## config.mk

```make
export PLATFORM = sky130hd
export DESIGN_NAME = crossy_game_ctrl_flat
export DESIGN_NICKNAME = d
export VERILOG_FILES = /design/src/rtl/crossy_game_ctrl_if.sv /design/src/rtl/crossy_game_ctrl.sv /design/src/flat_wrapper.sv
export SDC_FILE = /design/constraint.sdc
export NUM_CORES = 1
export LEC_CHECK = 0
export ABC_AREA = 1
export BUFFER_PORTS_ARGS = -buffer_cell sky130_fd_sc_hd__buf_2
export CELL_PAD_IN_SITES_DETAIL_PLACEMENT = 1
export CELL_PAD_IN_SITES_GLOBAL_PLACEMENT = 1
export CORE_ASPECT_RATIO = 1.25
export CORE_MARGIN = 2
export CORE_UTILIZATION = 39
export DETAILED_ROUTE_END_ITERATION = 8
export HOLD_SLACK_MARGIN = 0.06
export PLACE_DENSITY = 0.78
export SYNTH_ARGS = -nofsm -noshare
export SYNTH_HDL_FRONTEND = slang
export SYNTH_SLANG_ARGS = --single-unit
```

## constraint.sdc

```tcl
create_clock -name clk -period 2.5 [get_ports clk]
set_input_delay 0.25 -clock clk [delete_from_list [all_inputs] [get_ports clk]]
set_output_delay 0.25 -clock clk [all_outputs]
set_load 0.005 [all_outputs]
```

## src/rtl/crossy_game_ctrl_if.sv

```systemverilog
// crossy_game_ctrl_if: frame/button/collision inputs and game-status outputs of the crossy game controller
// master drives frame_tick, move and collision and observes the status; slave is the controller
interface crossy_game_ctrl_if;
    logic       frame_tick;
    logic [3:0] move;
    logic       collision;
    logic [1:0] game_state;
    logic [3:0] player_col;
    logic [9:0] world_row;
    logic [9:0] score;
    logic       move_pulse;
    logic [1:0] move_dir;
    logic       flash;
    modport master (
        output frame_tick, move, collision,
        input  game_state, player_col, world_row, score, move_pulse, move_dir, flash
    );
    modport slave (
        input  frame_tick, move, collision,
        output game_state, player_col, world_row, score, move_pulse, move_dir, flash
    );
endinterface

```

## src/rtl/crossy_game_ctrl.sv

```systemverilog
// crossy_game_ctrl: per-frame player movement, collision, death and restart state machine
// clk/sys_rst (async, active high); bus.slave: frame_tick, move{up,down,left,right}, collision in;
// game_state, player_col, world_row, score, move_pulse, move_dir, flash out (all registered)
module crossy_game_ctrl #(
    parameter int COLS         = 10,
    parameter int START_COL    = 4,
    parameter int COOLDOWN     = 8,
    parameter int DEATH_FRAMES = 60
) (
    input logic               clk,
    input logic               sys_rst,
    crossy_game_ctrl_if.slave bus
);
    typedef enum logic [1:0] {IDLE = 2'd0, PLAY = 2'd1, DYING = 2'd2, OVER = 2'd3} state_t;
    state_t     state, state_n;
    logic [3:0] col, col_n, cd, cd_n, move_prev, press;
    logic [9:0] row, row_n, score, score_n, row_up;
    logic [7:0] death, death_n;
    logic [1:0] dir, dir_n, sel;
    logic       hit, hit_n, hit_now, pulse, pulse_n, flash, flash_n, legal;
    assign press   = bus.move & ~move_prev;
    assign sel     = press[3] ? 2'd0 : press[2] ? 2'd1 : press[1] ? 2'd2 : 2'd3;
    assign row_up  = row + 10'd1;
    assign legal   = sel == 2'd0 ? row != 10'h3ff :
                     sel == 2'd1 ? (row != 10'd0 && score - row < 10'd3) :
                     sel == 2'd2 ? col != 4'd0 : col != 4'(COLS - 1);
    // a collision on the deciding tick itself counts as already latched
    assign hit_now = state == PLAY && (hit || bus.collision);
    assign hit_n   = hit_now && state_n == PLAY;
    assign flash_n = state_n == DYING && death_n[2];
    always_comb begin
        state_n = state;
        col_n   = col;
        row_n   = row;
        score_n = score;
        cd_n    = cd;
        death_n = death;
        dir_n   = dir;
        pulse_n = 1'b0;
        if (bus.frame_tick) begin
            case (state)
                IDLE: state_n = |press ? PLAY : IDLE;
                PLAY: begin
                    if (hit_now) begin
                        state_n = DYING;
                        death_n = 8'(DEATH_FRAMES);
                    end else if (cd != 4'd0) begin
                        cd_n = cd - 4'd1;
                    end else if (|press && legal) begin
                        cd_n    = 4'(COOLDOWN);
                        pulse_n = 1'b1;
                        dir_n   = sel;
                        row_n   = sel == 2'd0 ? row_up : sel == 2'd1 ? row - 10'd1 : row;
                        col_n   = sel == 2'd2 ? col - 4'd1 : sel == 2'd3 ? col + 4'd1 : col;
                        score_n = sel == 2'd0 && row_up > score ? row_up : score;
                    end
                end
                DYING: begin
                    death_n = death - 8'd1;
                    state_n = death == 8'd1 ? OVER : DYING;
                end
                default: if (|press) begin
                    state_n = IDLE;
                    col_n   = 4'(START_COL);
                    row_n   = 10'd0;
                    score_n = 10'd0;
                    cd_n    = 4'd0;
                end
            endcase
        end
    end
    always_ff @(posedge clk or posedge sys_rst) begin
        if (sys_rst) begin
            state     <= IDLE;
            col       <= 4'(START_COL);
            row       <= 10'd0;
            score     <= 10'd0;
            cd        <= 4'd0;
            death     <= 8'd0;
            dir       <= 2'd0;
            hit       <= 1'b0;
            pulse     <= 1'b0;
            flash     <= 1'b0;
            move_prev <= 4'hf;
        end else begin
            state     <= state_n;
            col       <= col_n;
            row       <= row_n;
            score     <= score_n;
            cd        <= cd_n;
            death     <= death_n;
            dir       <= dir_n;
            hit       <= hit_n;
            pulse     <= pulse_n;
            flash     <= flash_n;
            move_prev <= bus.frame_tick ? bus.move : move_prev;
        end
    end
    assign bus.game_state = state;
    assign bus.player_col = col;
    assign bus.world_row  = row;
    assign bus.score      = score;
    assign bus.move_pulse = pulse;
    assign bus.move_dir   = dir;
    assign bus.flash      = flash;
endmodule

```

## src/flat_wrapper.sv

```systemverilog
// flat-port wrapper written by rule: the top's interface ports become plain ports
module crossy_game_ctrl_flat 
#(
    parameter int COLS         = 10,
    parameter int START_COL    = 4,
    parameter int COOLDOWN     = 8,
    parameter int DEATH_FRAMES = 60
)
  (clk, sys_rst, bus_frame_tick, bus_move, bus_collision, bus_game_state, bus_player_col, bus_world_row, bus_score, bus_move_pulse, bus_move_dir, bus_flash);
  crossy_game_ctrl_if bus_i ();
  input logic clk;
  input logic sys_rst;
  input wire logic [$bits(bus_i.frame_tick)-1:0] bus_frame_tick;
  input wire logic [$bits(bus_i.move)-1:0] bus_move;
  input wire logic [$bits(bus_i.collision)-1:0] bus_collision;
  output wire logic [$bits(bus_i.game_state)-1:0] bus_game_state;
  output wire logic [$bits(bus_i.player_col)-1:0] bus_player_col;
  output wire logic [$bits(bus_i.world_row)-1:0] bus_world_row;
  output wire logic [$bits(bus_i.score)-1:0] bus_score;
  output wire logic [$bits(bus_i.move_pulse)-1:0] bus_move_pulse;
  output wire logic [$bits(bus_i.move_dir)-1:0] bus_move_dir;
  output wire logic [$bits(bus_i.flash)-1:0] bus_flash;
  assign bus_i.frame_tick = bus_frame_tick;
  assign bus_i.move = bus_move;
  assign bus_i.collision = bus_collision;
  assign bus_game_state = bus_i.game_state;
  assign bus_player_col = bus_i.player_col;
  assign bus_world_row = bus_i.world_row;
  assign bus_score = bus_i.score;
  assign bus_move_pulse = bus_i.move_pulse;
  assign bus_move_dir = bus_i.move_dir;
  assign bus_flash = bus_i.flash;
  crossy_game_ctrl #(.COLS(COLS), .START_COL(START_COL), .COOLDOWN(COOLDOWN), .DEATH_FRAMES(DEATH_FRAMES)) u_core (.clk(clk), .sys_rst(sys_rst), .bus(bus_i));
endmodule
```

==> results of run 1 <==
==> power groups by stage <==
stage | clock, mW | sequential (mW) | combinational (mW)
floorplan | 0 | 1.29 | 3.07
global placement | 0 | 1.25 | 4.41
detailed placement | 0 | 1.27 | 4.64
CTS | 0.804 | 1.26 | 4.98
global route | 0.829 | 1.31 | 6.08
finish | 0.802 | 1.28 | 5.51
==> critical path: cells and delay by family (launching register included) <==
family | cells | cell delay, ps
flops | 1 | 450
simple gates | 8 | 930
fa+ha+maj | 1 | 320
buf+inv | 2 | 310
compound gates | 2 | 390
xor+xnor | 1 | 270
==> sequential cells by signal (all words and copies together), names as in the netlist <==
register / cells
u_core.hit: 1
u_core.bus.game_state: 2
u_core.cd: 4
u_core.bus.move_pulse: 1
u_core.bus.move_dir: 2
u_core.death: 8
u_core.bus.player_col: 4
u_core.bus.score: 10
u_core.bus.flash: 1
u_core.bus.world_row: 10
u_core.move_prev: 4
==> final timing paths <==
path                                         startpoint                        to  slack (ps)  cells after the start
worst max-delay path            u_core.bus.world_row[0]       u_core.bus.score[6]        -290                     14
worst min-delay path                        bus_move[0]       u_core.move_prev[0]         190                      3
worst max register to register  u_core.bus.world_row[0]       u_core.bus.score[6]        -290                     14
worst min register to register      u_core.move_prev[1]       u_core.move_prev[1]         490                      2
max in group asynchronous                       sys_rst  u_core.bus.player_col[2]        1250                      4
min in group asynchronous                       sys_rst       u_core.bus.score[5]         450                      3
==> cell type report <==
type	instances	area [um2]
fillers	1306	4810
well taps	129	161
inverters	96	360
repair buffers	108	743
flip-flops and latches	47	1180
multi-input cells	405	2520
clock inverters	2	37.5
clock buffers	6	129
==> per-layer routing <==
layer  global-route usage  part of all wire
met2                0.495              0.55
met1                0.272              0.39
met4                0.129             0.041
met3               0.0277             0.022
met5                    0                 0
==> cell families (layout without fill, tap and decap cells) <==
kind of cell | after synthesis | after routing | share of synthesized area
AND/OR/NAND/NOR | 289 | 292 | 0.344
buffers and inverters | 110 | 212 | 0.122
AO/OA/AOI/OAI | 68 | 68 | 0.0984
flip-flops | 47 | 47 | 0.300
adder cells (fa/ha/maj) | 34 | 34 | 0.112
XOR/XNOR | 11 | 11 | 0.0244
==> stage by stage <==
step                setup TNS (ps)  setup slack, ps  instances  power, mW
finish                       -6200             -287        793       7.59
global route                 -9620             -413        793       8.22
global placement             -4110             -223        767       5.66
floorplan                        0             4.66        559       4.36
CTS                          -3700             -173        788       7.04
detailed placement           -6140             -344        767       5.91
==> what timing repair did <==
item	4_1_cts	5_1_grt
pin swaps	22	23
endpoints found under the hold margin	13	0
buffers inserted	8	5
endpoints found under the setup margin	30	31
gates resized for setup	23	39
hold buffers	1	0
gates cloned	4	0
==> placed cells by master, fill, tap and decap left out, types with 3 or more instances in the layout <==
master | synthesis | layout
sky130_fd_sc_hd__nand3_1 | 31 | 26
sky130_fd_sc_hd__xor2_1 | 8 | 7
sky130_fd_sc_hd__buf_6 | 3 | 6
sky130_fd_sc_hd__nand2_2 | 6 | 29
sky130_fd_sc_hd__nor3_1 | 10 | 10
sky130_fd_sc_hd__nor2_2 | 4 | 7
sky130_fd_sc_hd__buf_4 | 4 | 64
sky130_fd_sc_hd__ha_1 | 32 | 28
sky130_fd_sc_hd__dfrtp_1 | 42 | 40
sky130_fd_sc_hd__inv_1 | 94 | 91
sky130_fd_sc_hd__o22ai_1 | 8 | 8
sky130_fd_sc_hd__nand2_4 | 1 | 5
sky130_fd_sc_hd__buf_2 | 1 | 37
sky130_fd_sc_hd__dfstp_2 | 5 | 5
sky130_fd_sc_hd__nand3_4 | 2 | 6
sky130_fd_sc_hd__nor2_1 | 57 | 52
sky130_fd_sc_hd__a21oi_1 | 18 | 17
sky130_fd_sc_hd__clkbuf_16 | 0 | 5
sky130_fd_sc_hd__nand3_2 | 4 | 7
sky130_fd_sc_hd__inv_2 | 2 | 5
sky130_fd_sc_hd__nor2_4 | 1 | 3
sky130_fd_sc_hd__xnor2_1 | 3 | 3
sky130_fd_sc_hd__a211oi_1 | 4 | 3
sky130_fd_sc_hd__a21oi_2 | 2 | 3
sky130_fd_sc_hd__nand4_1 | 27 | 27
sky130_fd_sc_hd__nand2_1 | 137 | 111
sky130_fd_sc_hd__o21ai_0 | 27 | 26
==> run summary, run 1 <==
The number of unique standard cell types used by synthesis came out at 43. The part of the Yosys area used for sequential elements came out at 0.300. The number of endpoints with negative hold slack in the final report is 0. In the finished design, the share of the clock period the worst path needs comes to 1.11. The sink count of the clock tree came out at 47.

The per-cell via count in the routed design is 5.36. Setup violations remaining at the end of the flow were counted as 30. The worst path setup slack after routing is -287 ps.

On the final layout, the worst hold slack is 186 ps. The layout cell share with drive strength beyond 1 is 0.298. The final number of max-transition violations came out at 0. The summed instance area of the synthesized netlist is 0.00394 mm2.

The top fanout value on the critical path came out at 7. Dividing the detail-routed wire length by the instance count gives 18.2 um. The endpoint type of the worst setup path is a flop. The commonest cells after synthesis are sky130_fd_sc_hd__nand2_1, sky130_fd_sc_hd__inv_1, sky130_fd_sc_hd__nor2_1. The largest buffer count on any clock path is 2. The power density over the cells came out at 1480 mW/mm2. For this run, asynchronously set or reset flops after synthesis account for 1.00. The wire-length estimate of the detail-placed layout is 9.83 mm. The die boundary height came out at 116 um. The number of antenna violations at the first check in global routing is 0. The post-synth net total came out at 601.

Before antenna repair, the detailed router went through 4 iterations. The tightest min-delay check is of the primary input to flop type. Of the total power, the share spent switching nets is 0.524.

The total overflow left after global routing is 0. The number of CTS-inserted buffers is 5. From left edge to right edge, the die measures 93.9 um.

By instance count, the cell type seen most on the critical path is sky130_fd_sc_hd__nand2_2. Yosys instantiated no cell more often than sky130_fd_sc_hd__nand2_1. For the final database, setup skew stands at 5.53 ps.

The area added between synthesis and finish came out at 30.3%. The sequential power share came out at 0.168. At the end of the flow the core is filled with cells to 0.516.

Setup repair after global routing could not meet its margin everywhere. The final layout contains 705 nets. The count of flip-flops with a built-in enable after synthesis came out at 0.

Wires add up to 14.4 mm. The type of the worst setup path is flop to flop. The flow ran to the end, but the final reports show violations. The total inserted antenna cells is 0.

The worst setup path is launched from a flop. Summed over all instances, the cell type with the most area after synthesis is sky130_fd_sc_hd__dfrtp_1. For the worst setup path, the data required time is 2690 ps. The analysis attributes to net switching a power of 3.98 mW.

After synthesis, the cell types taking the most area are sky130_fd_sc_hd__dfrtp_1, sky130_fd_sc_hd__nand2_1, sky130_fd_sc_hd__ha_1. Counting flops and latches in the post-synthesis netlist gives 47. The clock-pin slew reported for the worst setup and hold paths after clock tree synthesis is 70 ps.

The starting density of the core is 0.396. After detailed routing, the number of remaining DRC violations is 0. At the pin with the least slew margin, the transition time is 568 ps.

The detailed router's first-iteration violation count came out at 167. The number of max-cap violations came out at 0. The number of warnings printed during yosys synthesis came out at 0. The time the final worst path needs with I/O delays and setup came out at 2790 ps. The most used flip-flop cell after synthesis is sky130_fd_sc_hd__dfrtp_1. The mean area per synthesized cell is 7.06 um2.

The global placer's final weighted congestion is 0.846. TritonCTS built the clock tree. Static timing analysis puts the maximum clock frequency at 359 MHz. The post-route cell area is 0.00514 mm2. The reported leakage power came out at 2.77 nW. The relative slew slack is 0.621.

The placeable core area came out at 0.00995 mm2. The post-placement cell area is 0.00461 mm2. The insertion delay of the later-clocked pin in the worst-skew pair is 300 ps. The critical path goes through nand3_4 -> nor3_4 -> nand2_2 -> nor3_2 -> xor2_1 -> ha_1 -> buf_4 -> a211oi_2 -> o211ai_1 -> nand3_2 -> nand2_4 -> buf_6 -> nand4_1 -> nand2_2.

The portion of total power attributed to combinational logic came out at 0.726. The area of the die is 0.0109 mm2. Entering global routing, the biggest net connects 35 pins.

The site row count came out at 41. The internal cell power came out at 3.62 mW. The first-pass GRT wire length came out at 21.8 mm. The number of H-tree levels came out at 2.

The share of the synthesized area in the top cell type came out at 0.266. The total routing resource utilization after global routing is 0.256. The count of mapped cells out of synthesis is 559. The number of routed nets with antenna violations came out at 0. The share of total power in the clock network came out at 0.106.

CTS placed an instance of sky130_fd_sc_hd__clkbuf_16 at the clock tree root. The cell with the biggest individual delay on the critical path is sky130_fd_sc_hd__dfrtp_2. IR analysis of the VDD net gives a maximum drop of 0.502 mV. The top-level port count came out at 38.

The via count of the first global-routing pass came to 4526. The count of vias placed by the detailed router came out at 4249. The port buffer count came out at 37.

The delay of the slowest cell on the worst path came out at 450 ps. The arrival time at the worst endpoint came out at 2980 ps. The final reports fail on setup timing.
(Power assumes the default switching activity.)
==> run 2: changes to the inputs <==
--- a/config.mk
+++ b/config.mk
@@ -13,6 +13,7 @@
 export CORE_MARGIN = 2
 export CORE_UTILIZATION = 39
 export DETAILED_ROUTE_END_ITERATION = 8
+export GPL_TIMING_DRIVEN = 0
 export HOLD_SLACK_MARGIN = 0.06
 export PLACE_DENSITY = 0.78
 export SYNTH_ARGS = -nofsm -noshare
==> run 2 against run 1 <==
The run still ends with setup timing left. Utilization is 1.5 points lower. Global-route usage is 0.73 points lower. Non-clock buffer count is 35 lower. Clock skew grew 9.4 ps. Register-to-register slack got worse by 110 ps. Worst setup slack got worse by 110 ps. Sequential power up 5%. Maximum frequency fell by 3.9%. Power down 3.8%. Sequential share of layout area increased by 0.77 points. Die area unchanged. Critical path type unchanged. Largest power group unchanged.
==> run summary, run 2 (synthesized netlist as in run 1, its figures left out) <==
The flow ran to the end, but the final reports show violations. The final reports fail on setup timing. The area of the die is 0.0109 mm2 (unchanged).

The time the final worst path needs with I/O delays and setup is 2900 ps (+114 ps). The number of placed instances, taps included was 726 (-5.3%). The area added between synthesis and finish is 26.5%. The signal on the critical path passes through buf_6 -> nand3_4 -> buf_4 -> xor2_1 -> inv_1 -> ha_1 -> nand2_1 -> nor3_1 -> nand2_2 -> or3_4 -> nand3_4 -> nand2_8 -> buf_6 -> nand4_1 -> nand2_1. The worst setup path is of the flop to flop kind. The number of endpoints failing setup at the final stage came out at 31 (+3.3%). The number of remaining DRC errors came out at 0 (unchanged).

The worst setup path startpoint is u_core.bus.world_row[1]. The horizontal die dimension is 93.9 um (unchanged). The final clock period utilization by the worst path is 1.16 (+0.0455). The post-route clock skew is 14.9 ps (+9.41 ps). The number of antenna violations at the first check in global routing came to 0 (unchanged). The final cell utilization of the core came to 0.501 (-0.0151). The global-route met2 utilization is 0.482 (-0.0133). The net total in the final layout was 670 (-5.0%). STA classifies the critical path startpoint as a flop. The placeable core area came out at 0.00995 mm2 (unchanged). The cell sitting at the root of the clock tree is a sky130_fd_sc_hd__clkbuf_16. The clock-pin slew reported for the worst setup and hold paths after clock tree synthesis came out at 80 ps (about the same).

The maximum number of pins on one net before global-route repair was 28 (-20%). The most used routing layer in global routing is met2. The library cells used most frequently in the layout, excluding fill and tap cells, are sky130_fd_sc_hd__nand2_1, sky130_fd_sc_hd__inv_1, sky130_fd_sc_hd__nor2_1. The worst path buffer plus inverter count is 4 (+2).

On the critical path, the stage with the largest delay is an instance of sky130_fd_sc_hd__dfrtp_2. The depth of the worst hold-timing path came out at 3 (unchanged). The critical path's top delay family is simple AND/OR/NAND/NOR gates.

The post-placement cell area came out at 0.00433 mm2 (-6.0%). The met3 capacity usage during global routing came out at 0.0265 (-0.00129). The first-pass GRT wire length is 21.3 mm (-2.1%). The sink count of the clock tree came out at 47 (unchanged).

The relative slew slack is 0.626 (+0.00531). The final routed wirelength across all metal layers is 13.6 mm (-5.6%). In this run the most critical hold path is launched from bus_move[1]. The highest achievable clock rate is 345 MHz (-3.9%). The top-level port count came out at 38 (unchanged). The residual overflow from global routing came out at 0 (unchanged). The global placer's final weighted congestion is 0.854 (+0.95%). The transition time at the pin with the least slew margin is 561 ps (-6.62 ps). The average wire length per cell after detail routing came out at 18.0 um (-1.3%).

The insertion delay of the later-clocked pin in the worst-skew pair was 300 ps (about the same). The startpoint identified for the worst register-to-register timing path is u_core.bus.world_row[1]. The starting density of the core is 0.396 (unchanged). The detailed-router iteration count before antenna repair is 5 (+1). The type of the worst min-delay path is primary input to flop. The site row count is 41 (unchanged). The layout cell share with drive strength beyond 1 came out at 0.246 (-0.0518). The die boundary height is 116 um (unchanged). The delay of the slowest cell on the worst path came out at 450 ps (about the same).

The largest buffer count on any clock path came out at 2 (unchanged). The number of CTS-inserted buffers came out at 5 (unchanged). The number of endpoints with negative hold slack in the final report came out at 0 (unchanged). The worst voltage drop across the vdd grid came out at 0.560 mV (+12%). The number of cells on the worst reg-to-reg path came out at 15 (+1).

The final number of max-transition violations is 0 (unchanged). The via count of the first global-routing pass came out at 4345 (-4.0%). The data required time of the critical path is 2680 ps (about the same).

The port buffer count is 37 (unchanged). The worst hold slack after final layout came out at 184 ps (-1.26 ps). The number of max-cap violations came out at 0 (unchanged). The power density over the cells came out at 1460 mW/mm2 (-0.89%). The HPWL reported at the end of detailed placement is 9.26 mm (-5.8%). TritonCTS built the clock tree. The number of routed nets with antenna violations came out at 0 (unchanged). The total inserted antenna cells was 0 (unchanged). The worst setup path is captured at a flop. The top fanout value on the critical path is 5 (-2). The worst path setup slack after routing is -401 ps (-114 ps). The number of H-tree levels came out at 2 (unchanged). The total power came out at 7.31 mW (-3.8%). The post-route non-filler standard cell count is 758 (-4.4%). The reported leakage power came out at 2.62 nW (-5.5%). The arrival time at the worst endpoint came out at 3080 ps (+100 ps). Setup repair after global routing could not meet its margin everywhere. The per-cell via count in the routed design came out at 5.47 (+2.1%).

The post-route cell area was 0.00499 mm2 (-2.9%). The count of vias placed by the detailed router is 4147 (-2.4%). Leaving out fill and tap cells, the most frequent cell in the layout is sky130_fd_sc_hd__nand2_1. The total routing resource utilization after global routing came out at 0.249 (-0.00726). The routing usage on met1 came out at 0.272 (about the same). The detailed router's first-iteration violation count is 208 (+25%). The number of cells on the critical path was 15 (+1).
==> run 2: cell type report <==
| cell class | count | area (um2) |
|---|---|---|
| Clock inverter | 2 | 35.0 |
| Clock buffer | 6 | 139 |
| Tap cell | 129 | 161 |
| Inverter | 96 | 360 |
| Sequential cell | 47 | 1190 |
| Buffer | 14 | 129 |
| Multi-Input combinational cell | 405 | 2560 |
| Timing Repair Buffer | 59 | 417 |
| Fill cell | 1292 | 4960 |
==> run 2: what timing repair did <==
| item | CTS | global route |
|---|---|---|
| gates cloned | 5 | 0 |
| hold endpoints to repair | 16 | 0 |
| resized for setup | 37 | 26 |
| pin swaps | 33 | 31 |
| buffers inserted | 12 | 6 |
| hold buffers | 1 | 0 |
| setup endpoints to repair | 30 | 32 |
==> run 2: worst reg2reg max path: cells and delay by family, from the launching register on <==
kind / cells / cell delay (ps)
fa+ha+maj: 1 / 310
xor+xnor: 1 / 250
flops: 1 / 450
buf+inv: 4 / 480
simple gates: 9 / 1290
==> run 2: worst paths after layout <==
path                                            end  slack, ps
min in group asynchronous              u_core.cd[3]        530
hold reg to reg                        u_core.cd[1]        480
setup reg to reg                u_core.bus.score[6]       -400
setup / recovery                u_core.bus.score[6]       -400
max in group asynchronous  u_core.bus.player_col[2]       1360
hold / removal                  u_core.move_prev[1]        180
==> run 2: metrics by stage <==
step / setup slack, ps / setup TNS (ps)
finish: -401 / -9160
global route: -531 / -13530
CTS: -293 / -7430
detailed placement: -454 / -7710
global placement: -414 / -6360
floorplan: 4.66 / 0
==> run 2: per-layer routing <==
metal | routed length, um | vias to the layer above
met2 | 7480 | 106
met1 | 5210 | 2050
li1 | - | 1950
met3 | 485 | 41
met4 | 447 | 0
met5 | 0 | -
==> run 2: where the power goes <==
part | leakage (nW) | internal, mW | switching, mW | total, mW
clock network | 0.0868 | 0.498 | 0.313 | 0.811
registers | 0.614 | 1.03 | 0.320 | 1.35
logic | 1.92 | 1.94 | 3.20 | 5.14
